**config.mk**
```make
export PLATFORM = sky130hd
export DESIGN_NAME = bram_mm_master_flat
export DESIGN_NICKNAME = d
export VERILOG_FILES = /design/src/rtl/bram_mm_master_if.sv /design/src/rtl/bram_mm_master.sv /design/src/flat_wrapper.sv
export SDC_FILE = /design/constraint.sdc
export NUM_CORES = 1
export LEC_CHECK = 0
export CAP_MARGIN = 20
export CORE_MARGIN = 1.5
export CORE_UTILIZATION = 47
export CTS_CLUSTER_SIZE = 12
export DETAILED_ROUTE_END_ITERATION = 10
export PLACE_DENSITY_LB_ADDON = 0.05
export SLEW_MARGIN = 0
export SYNTH_ARGS = -nofsm -noshare
export SYNTH_HDL_FRONTEND = slang
export SYNTH_SLANG_ARGS = --single-unit
```
**constraint.sdc**
```tcl
create_clock -name clk -period 3.1 [get_ports clk]
set_clock_uncertainty 0.2 [all_clocks]
set_input_delay 0.775 -clock clk [delete_from_list [all_inputs] [get_ports clk]]
set_output_delay 0.775 -clock clk [all_outputs]
set_load 0.05 [all_outputs]
```
**src/rtl/bram_mm_master_if.sv**
```systemverilog
// Command / write-stream / read-stream / BRAM s1 signal bundle for bram_mm_master.
// Stats outputs exist only when BRAM_MM_MASTER_STATS_EN is defined.
interface bram_mm_master_if #(
  parameter int unsigned ADDR_W = 10,
  parameter int unsigned DATA_W = 32,
  parameter int unsigned LEN_W  = 10
);
  localparam int unsigned BeW = DATA_W / 8;

  logic              cmd_valid;
  logic              cmd_ready;
  logic              cmd_write;
  logic [ADDR_W-1:0] cmd_addr;
  logic [LEN_W-1:0]  cmd_len;

  logic              wr_valid;
  logic              wr_ready;
  logic [DATA_W-1:0] wr_data;
  logic [BeW-1:0]    wr_be;

  logic              rd_valid;
  logic              rd_ready;
  logic [DATA_W-1:0] rd_data;

  logic              busy;
  logic              done;

  logic [ADDR_W-1:0] mem_address;
  logic              mem_clken;
  logic              mem_chipselect;
  logic              mem_write;
  logic [DATA_W-1:0] mem_writedata;
  logic [BeW-1:0]    mem_byteenable;
  logic [DATA_W-1:0] mem_readdata;

`ifdef BRAM_MM_MASTER_STATS_EN
  logic [31:0]       stat_wr_words;
  logic [31:0]       stat_rd_words;
`endif

  modport master (
    input  cmd_valid, cmd_write, cmd_addr, cmd_len,
    input  wr_valid, wr_data, wr_be,
    input  rd_ready, mem_readdata,
    output cmd_ready, wr_ready, rd_valid, rd_data, busy, done,
    output mem_address, mem_clken, mem_chipselect, mem_write, mem_writedata, mem_byteenable
`ifdef BRAM_MM_MASTER_STATS_EN
    , output stat_wr_words, stat_rd_words
`endif
  );

  modport slave (
    output cmd_valid, cmd_write, cmd_addr, cmd_len,
    output wr_valid, wr_data, wr_be,
    output rd_ready, mem_readdata,
    input  cmd_ready, wr_ready, rd_valid, rd_data, busy, done,
    input  mem_address, mem_clken, mem_chipselect, mem_write, mem_writedata, mem_byteenable
`ifdef BRAM_MM_MASTER_STATS_EN
    , input stat_wr_words, stat_rd_words
`endif
  );
endinterface

```
**src/rtl/bram_mm_master.sv**
```systemverilog
// Avalon-MM style BRAM initiator: one command becomes a run of single-word accesses, with
// read data returned in order through a credit-protected FIFO. Optional: BRAM_MM_MASTER_STATS_EN.
module bram_mm_master #(
  parameter int unsigned ADDR_W       = 10,
  parameter int unsigned DATA_W       = 32,
  parameter int unsigned LEN_W        = 10,
  parameter int unsigned READ_LATENCY = 2,
  parameter int unsigned FIFO_DEPTH   = 4
) (
  input logic              clk,
  input logic              reset_n,
  bram_mm_master_if.master bus
);
  localparam int unsigned BeW  = DATA_W / 8;
  localparam int unsigned PtrW = $clog2(FIFO_DEPTH);
  localparam int unsigned CntW = $clog2(FIFO_DEPTH + 1);
  localparam int unsigned SumW = CntW + 1;

  typedef enum logic [1:0] {StIdle, StWrite, StRead, StDrain} state_e;

  state_e                  state_q, state_d;
  logic [ADDR_W-1:0]       addr_q, addr_d;
  logic [LEN_W-1:0]        remain_q, remain_d;
  logic                    mem_cs_q, mem_cs_d;
  logic                    mem_we_q, mem_we_d;
  logic [ADDR_W-1:0]       mem_addr_q, mem_addr_d;
  logic [DATA_W-1:0]       mem_wdata_q, mem_wdata_d;
  logic [BeW-1:0]          mem_be_q, mem_be_d;
  logic                    wr_last_q, wr_last_d;
  logic                    done_q, done_d;
  logic [READ_LATENCY-1:0] vld_q, vld_d;
  logic [DATA_W-1:0]       fifo_mem [FIFO_DEPTH];
  logic [PtrW-1:0]         wptr_q, rptr_q;
  logic [CntW-1:0]         count_q, count_d;
  logic [CntW-1:0]         inflight;
  logic                    rd_pres;
  logic                    rd_valid_s;
  logic                    push, pop, issue_ok;

  assign rd_pres    = mem_cs_q & ~mem_we_q;
  assign push       = vld_q[READ_LATENCY-1];
  assign rd_valid_s = (count_q != '0);
  assign pop        = rd_valid_s & bus.rd_ready;

  // Reads on the bus or in the latency pipe, all of which will land in the FIFO.
  always_comb begin
    inflight = CntW'(rd_pres);
    for (int i = 0; i < int'(READ_LATENCY); i++) begin
      inflight = inflight + CntW'(vld_q[i]);
    end
  end

  // Crediting the same-cycle pop keeps 1 word/cycle when rd_ready is held high.
  assign issue_ok = (SumW'(count_q) + SumW'(inflight)) < (SumW'(FIFO_DEPTH) + SumW'(pop));

  always_comb begin
    vld_d[0] = rd_pres;
    for (int i = 1; i < int'(READ_LATENCY); i++) begin
      vld_d[i] = vld_q[i-1];
    end
  end

  assign count_d = count_q + CntW'(push) - CntW'(pop);

  always_comb begin
    state_d     = state_q;
    addr_d      = addr_q;
    remain_d    = remain_q;
    mem_cs_d    = 1'b0;
    mem_we_d    = 1'b0;
    mem_addr_d  = mem_addr_q;
    mem_wdata_d = mem_wdata_q;
    mem_be_d    = mem_be_q;
    wr_last_d   = 1'b0;
    done_d      = wr_last_q;
    unique case (state_q)
      StIdle: begin
        if (bus.cmd_valid) begin
          addr_d   = bus.cmd_addr;
          remain_d = bus.cmd_len;
          state_d  = bus.cmd_write ? StWrite : StRead;
        end
      end
      StWrite: begin
        if (bus.wr_valid) begin
          mem_cs_d    = 1'b1;
          mem_we_d    = 1'b1;
          mem_addr_d  = addr_q;
          mem_wdata_d = bus.wr_data;
          mem_be_d    = bus.wr_be;
          addr_d      = addr_q + ADDR_W'(1);
          if (remain_q == '0) begin
            wr_last_d = 1'b1;
            state_d   = StIdle;
          end else begin
            remain_d = remain_q - LEN_W'(1);
          end
        end
      end
      StRead: begin
        if (issue_ok) begin
          mem_cs_d   = 1'b1;
          mem_addr_d = addr_q;
          mem_be_d   = '1;
          addr_d     = addr_q + ADDR_W'(1);
          if (remain_q == '0) begin
            state_d = StDrain;
          end else begin
            remain_d = remain_q - LEN_W'(1);
          end
        end
      end
      StDrain: begin
        // Last word is landing in the FIFO when it is the only one still outstanding.
        if (push && (inflight == CntW'(1))) begin
          done_d  = 1'b1;
          state_d = StIdle;
        end
      end
      default: state_d = StIdle;
    endcase
  end

  always_ff @(posedge clk or negedge reset_n) begin
    if (!reset_n) begin
      state_q     <= StIdle;
      addr_q      <= '0;
      remain_q    <= '0;
      mem_cs_q    <= 1'b0;
      mem_we_q    <= 1'b0;
      mem_addr_q  <= '0;
      mem_wdata_q <= '0;
      mem_be_q    <= '0;
      wr_last_q   <= 1'b0;
      done_q      <= 1'b0;
      vld_q       <= '0;
      wptr_q      <= '0;
      rptr_q      <= '0;
      count_q     <= '0;
    end else begin
      state_q     <= state_d;
      addr_q      <= addr_d;
      remain_q    <= remain_d;
      mem_cs_q    <= mem_cs_d;
      mem_we_q    <= mem_we_d;
      mem_addr_q  <= mem_addr_d;
      mem_wdata_q <= mem_wdata_d;
      mem_be_q    <= mem_be_d;
      wr_last_q   <= wr_last_d;
      done_q      <= done_d;
      vld_q       <= vld_d;
      count_q     <= count_d;
      if (push) wptr_q <= wptr_q + PtrW'(1);
      if (pop)  rptr_q <= rptr_q + PtrW'(1);
    end
  end

  always_ff @(posedge clk) begin
    if (push) fifo_mem[wptr_q] <= bus.mem_readdata;
  end

  assign bus.cmd_ready      = reset_n & (state_q == StIdle);
  assign bus.wr_ready       = (state_q == StWrite);
  assign bus.rd_valid       = rd_valid_s;
  assign bus.rd_data        = rd_valid_s ? fifo_mem[rptr_q] : '0;
  assign bus.busy           = (state_q != StIdle);
  assign bus.done           = done_q;
  assign bus.mem_address    = mem_addr_q;
  assign bus.mem_clken      = reset_n;
  assign bus.mem_chipselect = mem_cs_q;
  assign bus.mem_write      = mem_we_q;
  assign bus.mem_writedata  = mem_wdata_q;
  assign bus.mem_byteenable = mem_be_q;

`ifdef BRAM_MM_MASTER_STATS_EN
  logic [31:0] stat_wr_q, stat_rd_q;

  always_ff @(posedge clk or negedge reset_n) begin
    if (!reset_n) begin
      stat_wr_q <= '0;
      stat_rd_q <= '0;
    end else begin
      if (mem_cs_q && mem_we_q && (stat_wr_q != '1)) stat_wr_q <= stat_wr_q + 32'd1;
      if (pop && (stat_rd_q != '1))                  stat_rd_q <= stat_rd_q + 32'd1;
    end
  end

  assign bus.stat_wr_words = stat_wr_q;
  assign bus.stat_rd_words = stat_rd_q;
`endif
endmodule

```
**src/flat_wrapper.sv**
```systemverilog
// flat-port wrapper written by rule: the top's interface ports become plain ports
module bram_mm_master_flat 
#(
  parameter int unsigned ADDR_W       = 10,
  parameter int unsigned DATA_W       = 32,
  parameter int unsigned LEN_W        = 10,
  parameter int unsigned READ_LATENCY = 2,
  parameter int unsigned FIFO_DEPTH   = 4
)
  (clk, reset_n, bus_cmd_valid, bus_cmd_write, bus_cmd_addr, bus_cmd_len, bus_wr_valid, bus_wr_data, bus_wr_be, bus_rd_ready, bus_mem_readdata, bus_cmd_ready, bus_wr_ready, bus_rd_valid, bus_rd_data, bus_busy, bus_done, bus_mem_address, bus_mem_clken, bus_mem_chipselect, bus_mem_write, bus_mem_writedata, bus_mem_byteenable);
  bram_mm_master_if #(.ADDR_W(ADDR_W), .DATA_W(DATA_W), .LEN_W(LEN_W)) bus_i ();
  input logic clk;
  input logic reset_n;
  input wire logic [$bits(bus_i.cmd_valid)-1:0] bus_cmd_valid;
  input wire logic [$bits(bus_i.cmd_write)-1:0] bus_cmd_write;
  input wire logic [$bits(bus_i.cmd_addr)-1:0] bus_cmd_addr;
  input wire logic [$bits(bus_i.cmd_len)-1:0] bus_cmd_len;
  input wire logic [$bits(bus_i.wr_valid)-1:0] bus_wr_valid;
  input wire logic [$bits(bus_i.wr_data)-1:0] bus_wr_data;
  input wire logic [$bits(bus_i.wr_be)-1:0] bus_wr_be;
  input wire logic [$bits(bus_i.rd_ready)-1:0] bus_rd_ready;
  input wire logic [$bits(bus_i.mem_readdata)-1:0] bus_mem_readdata;
  output wire logic [$bits(bus_i.cmd_ready)-1:0] bus_cmd_ready;
  output wire logic [$bits(bus_i.wr_ready)-1:0] bus_wr_ready;
  output wire logic [$bits(bus_i.rd_valid)-1:0] bus_rd_valid;
  output wire logic [$bits(bus_i.rd_data)-1:0] bus_rd_data;
  output wire logic [$bits(bus_i.busy)-1:0] bus_busy;
  output wire logic [$bits(bus_i.done)-1:0] bus_done;
  output wire logic [$bits(bus_i.mem_address)-1:0] bus_mem_address;
  output wire logic [$bits(bus_i.mem_clken)-1:0] bus_mem_clken;
  output wire logic [$bits(bus_i.mem_chipselect)-1:0] bus_mem_chipselect;
  output wire logic [$bits(bus_i.mem_write)-1:0] bus_mem_write;
  output wire logic [$bits(bus_i.mem_writedata)-1:0] bus_mem_writedata;
  output wire logic [$bits(bus_i.mem_byteenable)-1:0] bus_mem_byteenable;
  assign bus_i.cmd_valid = bus_cmd_valid;
  assign bus_i.cmd_write = bus_cmd_write;
  assign bus_i.cmd_addr = bus_cmd_addr;
  assign bus_i.cmd_len = bus_cmd_len;
  assign bus_i.wr_valid = bus_wr_valid;
  assign bus_i.wr_data = bus_wr_data;
  assign bus_i.wr_be = bus_wr_be;
  assign bus_i.rd_ready = bus_rd_ready;
  assign bus_i.mem_readdata = bus_mem_readdata;
  assign bus_cmd_ready = bus_i.cmd_ready;
  assign bus_wr_ready = bus_i.wr_ready;
  assign bus_rd_valid = bus_i.rd_valid;
  assign bus_rd_data = bus_i.rd_data;
  assign bus_busy = bus_i.busy;
  assign bus_done = bus_i.done;
  assign bus_mem_address = bus_i.mem_address;
  assign bus_mem_clken = bus_i.mem_clken;
  assign bus_mem_chipselect = bus_i.mem_chipselect;
  assign bus_mem_write = bus_i.mem_write;
  assign bus_mem_writedata = bus_i.mem_writedata;
  assign bus_mem_byteenable = bus_i.mem_byteenable;
  bram_mm_master #(.ADDR_W(ADDR_W), .DATA_W(DATA_W), .LEN_W(LEN_W), .READ_LATENCY(READ_LATENCY), .FIFO_DEPTH(FIFO_DEPTH)) u_core (.clk(clk), .reset_n(reset_n), .bus(bus_i));
endmodule
```
==> Implementation_results.wiki <==
{| class="wikitable"
! Metric !! Value
|-
| Kind of launch point of the worst setup path || register
|-
| Max clock buf depth || 3
|-
| Cell Chain, Critical Path || nor2b_4, fa_1, ha_2, inv_2, fa_1, nand2_2, o311ai_4, buf_6, o2111ai_4, mux2_4
|-
| Warnings from Yosys || 0
|-
| Total DRC errors in the routed layout || 0
|-
| Vias per std cell || 5.363
|-
| Number of hold violations in the final report || 0
|-
| Net count of the mapped netlist || 683
|-
| Global route total overflow || 0
|-
| P_leak || 0.004697 uW
|-
| Async set-reset flop share out of synthesis || between 30% and 40%
|-
| Number of nets with antenna violations after routing || 0
|-
| Number of distinct library cells after synthesis || 52
|-
| Required time of the critical path || 3280 ps
|-
| Peak supply drop || roughly 0.00082 V
|-
| Number of sinks on the clock net || roughly 210
|-
| Synthesized area divided by synthesized cell count || 15.61 um^2
|-
| DIE HEIGHT || 140.3 um
|-
| Total routing usage reported by global routing || 19.93%
|-
| Number of detailed-route iterations in the first pass || 4
|-
| CTS Root Buffer Type || sky130_fd_sc_hd__clkbuf_16
|-
| Total area of multi-input combinational cells || approximately 3000 um^2
|-
| Boundary pin count || 180
|-
| Critical-path maximum fanout || 6
|-
| Hold crit path type || reg2reg
|-
| Reg2reg end || u_core.bus.mem_address[2]
|-
| Die Outline Area || 19670 um^2
|-
| Area delta synth->final || 37.08%
|-
| Number of synthesized flops with an enable pin || 128
|-
| Crit. path cell count || 10
|-
| Post-route clock period utilization || 105.6%
|-
| Area contributors post-synth || sky130_fd_sc_hd__edfxtp_1 43%, sky130_fd_sc_hd__dfrtp_1 23%, sky130_fd_sc_hd__mux4_2 8.1%
|-
| Most instantiated cells after synthesis || 128 x sky130_fd_sc_hd__edfxtp_1, 81 x sky130_fd_sc_hd__dfrtp_1, 39 x sky130_fd_sc_hd__mux2_2
|-
| Most frequent cell after synthesis || sky130_fd_sc_hd__edfxtp_1
|-
| Max-slew headroom at the worst pin || 40.78%
|-
| Top-area cell type share of the netlist area || between 40% and 50%
|-
| CTS buffer count || 23
|-
| Crit-path most repeated cell || sky130_fd_sc_hd__fa_1
|-
| Synth area leader || sky130_fd_sc_hd__edfxtp_1
|-
| Wire per inst || 18.50 um
|-
| Final WS setup || -173.9 ps
|-
| First-iteration detailed-routing DRC count || 239
|-
| First-pass GRT wire length || a little over 30 mm
|-
| Worst hold path depth || 1
|-
| Routed WL || 19.25 mm
|-
| Nets || 906
|-
| Final-layout setup total negative slack || -2989 ps
|-
| Standard-cell row count || 50
|-
| Transition time at the pin with the least slew margin || about 890 ps
|-
| R2R setup slack || -170 ps
|-
| Max-cap violation count || 0
|-
| Register cell area after layout || 5877 um^2
|-
| Placeable core region || 18580 um^2
|-
| Proportion of synthesized chip area in sequential cells || 66.31%
|-
| Clock edge transition at the registers on the reported setup and hold paths || about 60 ps
|-
| Pwr Density || 1217 nW/um^2
|-
| Final min period || 3274 ps
|-
| Biggest cell delay along the critical path || 500 ps
|-
| Latest clock arrival within the worst-skew pair || 500 ps
|-
| Worst path bufs/invs || 2
|-
| Horizontal extent of the die || about 140 um
|-
| CP delay by family, top || adder cells
|-
| Utilization after layout || 65.32%
|-
| Startpoint of the tightest hold check path || u_core.wr_last_q
|-
| Category of the most critical setup path || reg2reg
|-
| Worst EP arrival || 3450 ps
|-
| CTS tree || done
|-
| Number of diodes added for antenna fixing || 0
|-
| Type of destination of the critical path || register
|-
| Number of cells on the worst reg-to-reg path || 10
|-
| Starting density of the core || a little under half
|-
| Unrepaired setup endpoints after global routing || true
|-
| Last weighted congestion value of the routability-driven placer || about 0.85
|-
| Outcome || finished with violations
|-
| Number of antenna violations at the first check in global routing || 0
|-
| Number of port buffers || around 180
|-
| Max-slew violation total from the final report || 0
|-
| Count of H-tree levels built during CTS || 1
|-
| Fill cell count || 1318
|-
| Violated checks || setup timing
|-
| Routed via count || roughly 5600
|-
| Number of failing setup endpoints in the final timing report || 32
|-
| Critical register-to-register path startpoint || u_core.bus.mem_chipselect
|-
| Number of global-route vias before repair || 6106
|-
| Ratio of cells with drive above 1 in the final layout || 29.78%
|-
| #FFs+latches synth || approximately 210
|-
| Final hold slack || around 230 ps
|-
| Post-synthesis instance area || 8853 um^2
|-
| Maximum number of pins on one net before global-route repair || 70
|-
| DP HPWL || 12.37 mm
|-
| Synthesized netlist cell count || roughly 570
|-
| Fmax || slightly above 0.3 GHz
|-
| Crit-path slowest cell || sky130_fd_sc_hd__fa_1
|-
| Sink of the worst hold path || u_core.bus.done
|-
| Main synth FF type || sky130_fd_sc_hd__edfxtp_1
|}
[placed cells by master (no fill, tap or decap), drive strengths merged, types with 2 or more instances in the layout]
cell type,instances
clkdlybuf4s50,141
edfxtp,128
dfrtp,81
buf,80
mux2,44
and2,38
nand2,34
mux4,32
clkbuf,31
nand3,24
inv,22
ha,19
o21ai,18
nor2,17
nor3,10
clkinv,10
a31oi,8
and3,7
or4,6
a21oi,5
nand4b,5
mux2i,5
xnor2,4
nor4,4
fa,3
nor2b,3
o2111ai,2
a32oi,2
xor2,2
a211o,2
o31ai,2
[layer usage]
layer  wire (um)  vias to the layer above  global-route usage, %
met5           0                        -                      0
met4         540                        0                  7.368
met3        1278                       44                  4.513
met2        9742                      180                  34.65
met1        7684                     2777                  24.42
li1            -                     2576                      -
[worst reg2reg max path, cell delays in order (launching register included)]
cell and delay, ps:
sky130_fd_sc_hd__dfrtp_2 400, sky130_fd_sc_hd__nor2b_4 130, sky130_fd_sc_hd__fa_1 500, sky130_fd_sc_hd__ha_2 190, sky130_fd_sc_hd__inv_2 40, sky130_fd_sc_hd__fa_1 480, sky130_fd_sc_hd__nand2_2 70, sky130_fd_sc_hd__o311ai_4 350
sky130_fd_sc_hd__buf_6 180, sky130_fd_sc_hd__o2111ai_4 240, sky130_fd_sc_hd__mux2_4 380
[metrics by stage]
stage	std cells	worst slack [ps]	power, uW	cell area, um^2
floorplan	567	-246.4	9249	8902
global placement	985	-158.2	11420	11060
detailed placement	985	-207.8	11580	11060
CTS	1036	-198.0	14390	11910
global route	1040	-287.0	15530	12140
finish	1040	-173.9	14770	12140
[cell type report]
class	instances	area share [%]
clock buffers	30	5.041
clock inverters	11	0.4330
inverters	21	0.6495
multi-input cells	311	25.11
flip-flops and latches	209	48.42
well taps	234	2.412
repair buffers	224	17.93
[flip-flops by register name (all words and copies together) (netlist names), 3 cells and up]
signal                     cells
u_core.bus.mem_writedata      32
u_core.bus.mem_byteenable      4
u_core.bus.mem_address        10
u_core.addr_q                 10
u_core.fifo_mem              128
u_core.remain_q               10
u_core.count_q                 3
[how the worst max path moves through the flow]
stage,from,to,slack [ps]
after floorplan,u_core.bus.mem_chipselect,u_core.addr_q[8],-250
final,u_core.bus.mem_chipselect,u_core.bus.mem_address[2],-170
after global routing,u_core.bus.mem_chipselect,u_core.bus.mem_address[2],-290
after global placement,u_core.bus.mem_chipselect,u_core.bus.mem_address[7],-160
after detailed placement,u_core.bus.mem_chipselect,u_core.bus.mem_address[7],-210
after CTS,u_core.bus.mem_chipselect,u_core.bus.mem_address[2],-200
[report_power, final]
part,switching (uW),internal [uW]
clock network,1030,1380
registers,503,3730
logic,4740,3380
total,6280,8490
[logic make-up after synthesis]
logic type / synth area share (%)
flip-flops: 66.31
AO/OA/AOI/OAI: 3.547
AND/OR/NAND/NOR: 9.667
buffers and inverters: 2.219
XOR/XNOR: 0.5936
multiplexers: 14.30
adder cells (fa/ha/maj): 3.364
[timing repair]
item                                    4_1_cts  5_1_grt
hold buffers                                  1        0
endpoints found under the hold margin        12        0
gates cloned                                  2        1
pin swaps                                    12       13
gates resized for setup                      27       41
setup buffers                                 7        4
endpoints found under the setup margin       63       61
No activity file was read; power rests on OpenSTA's default activity.
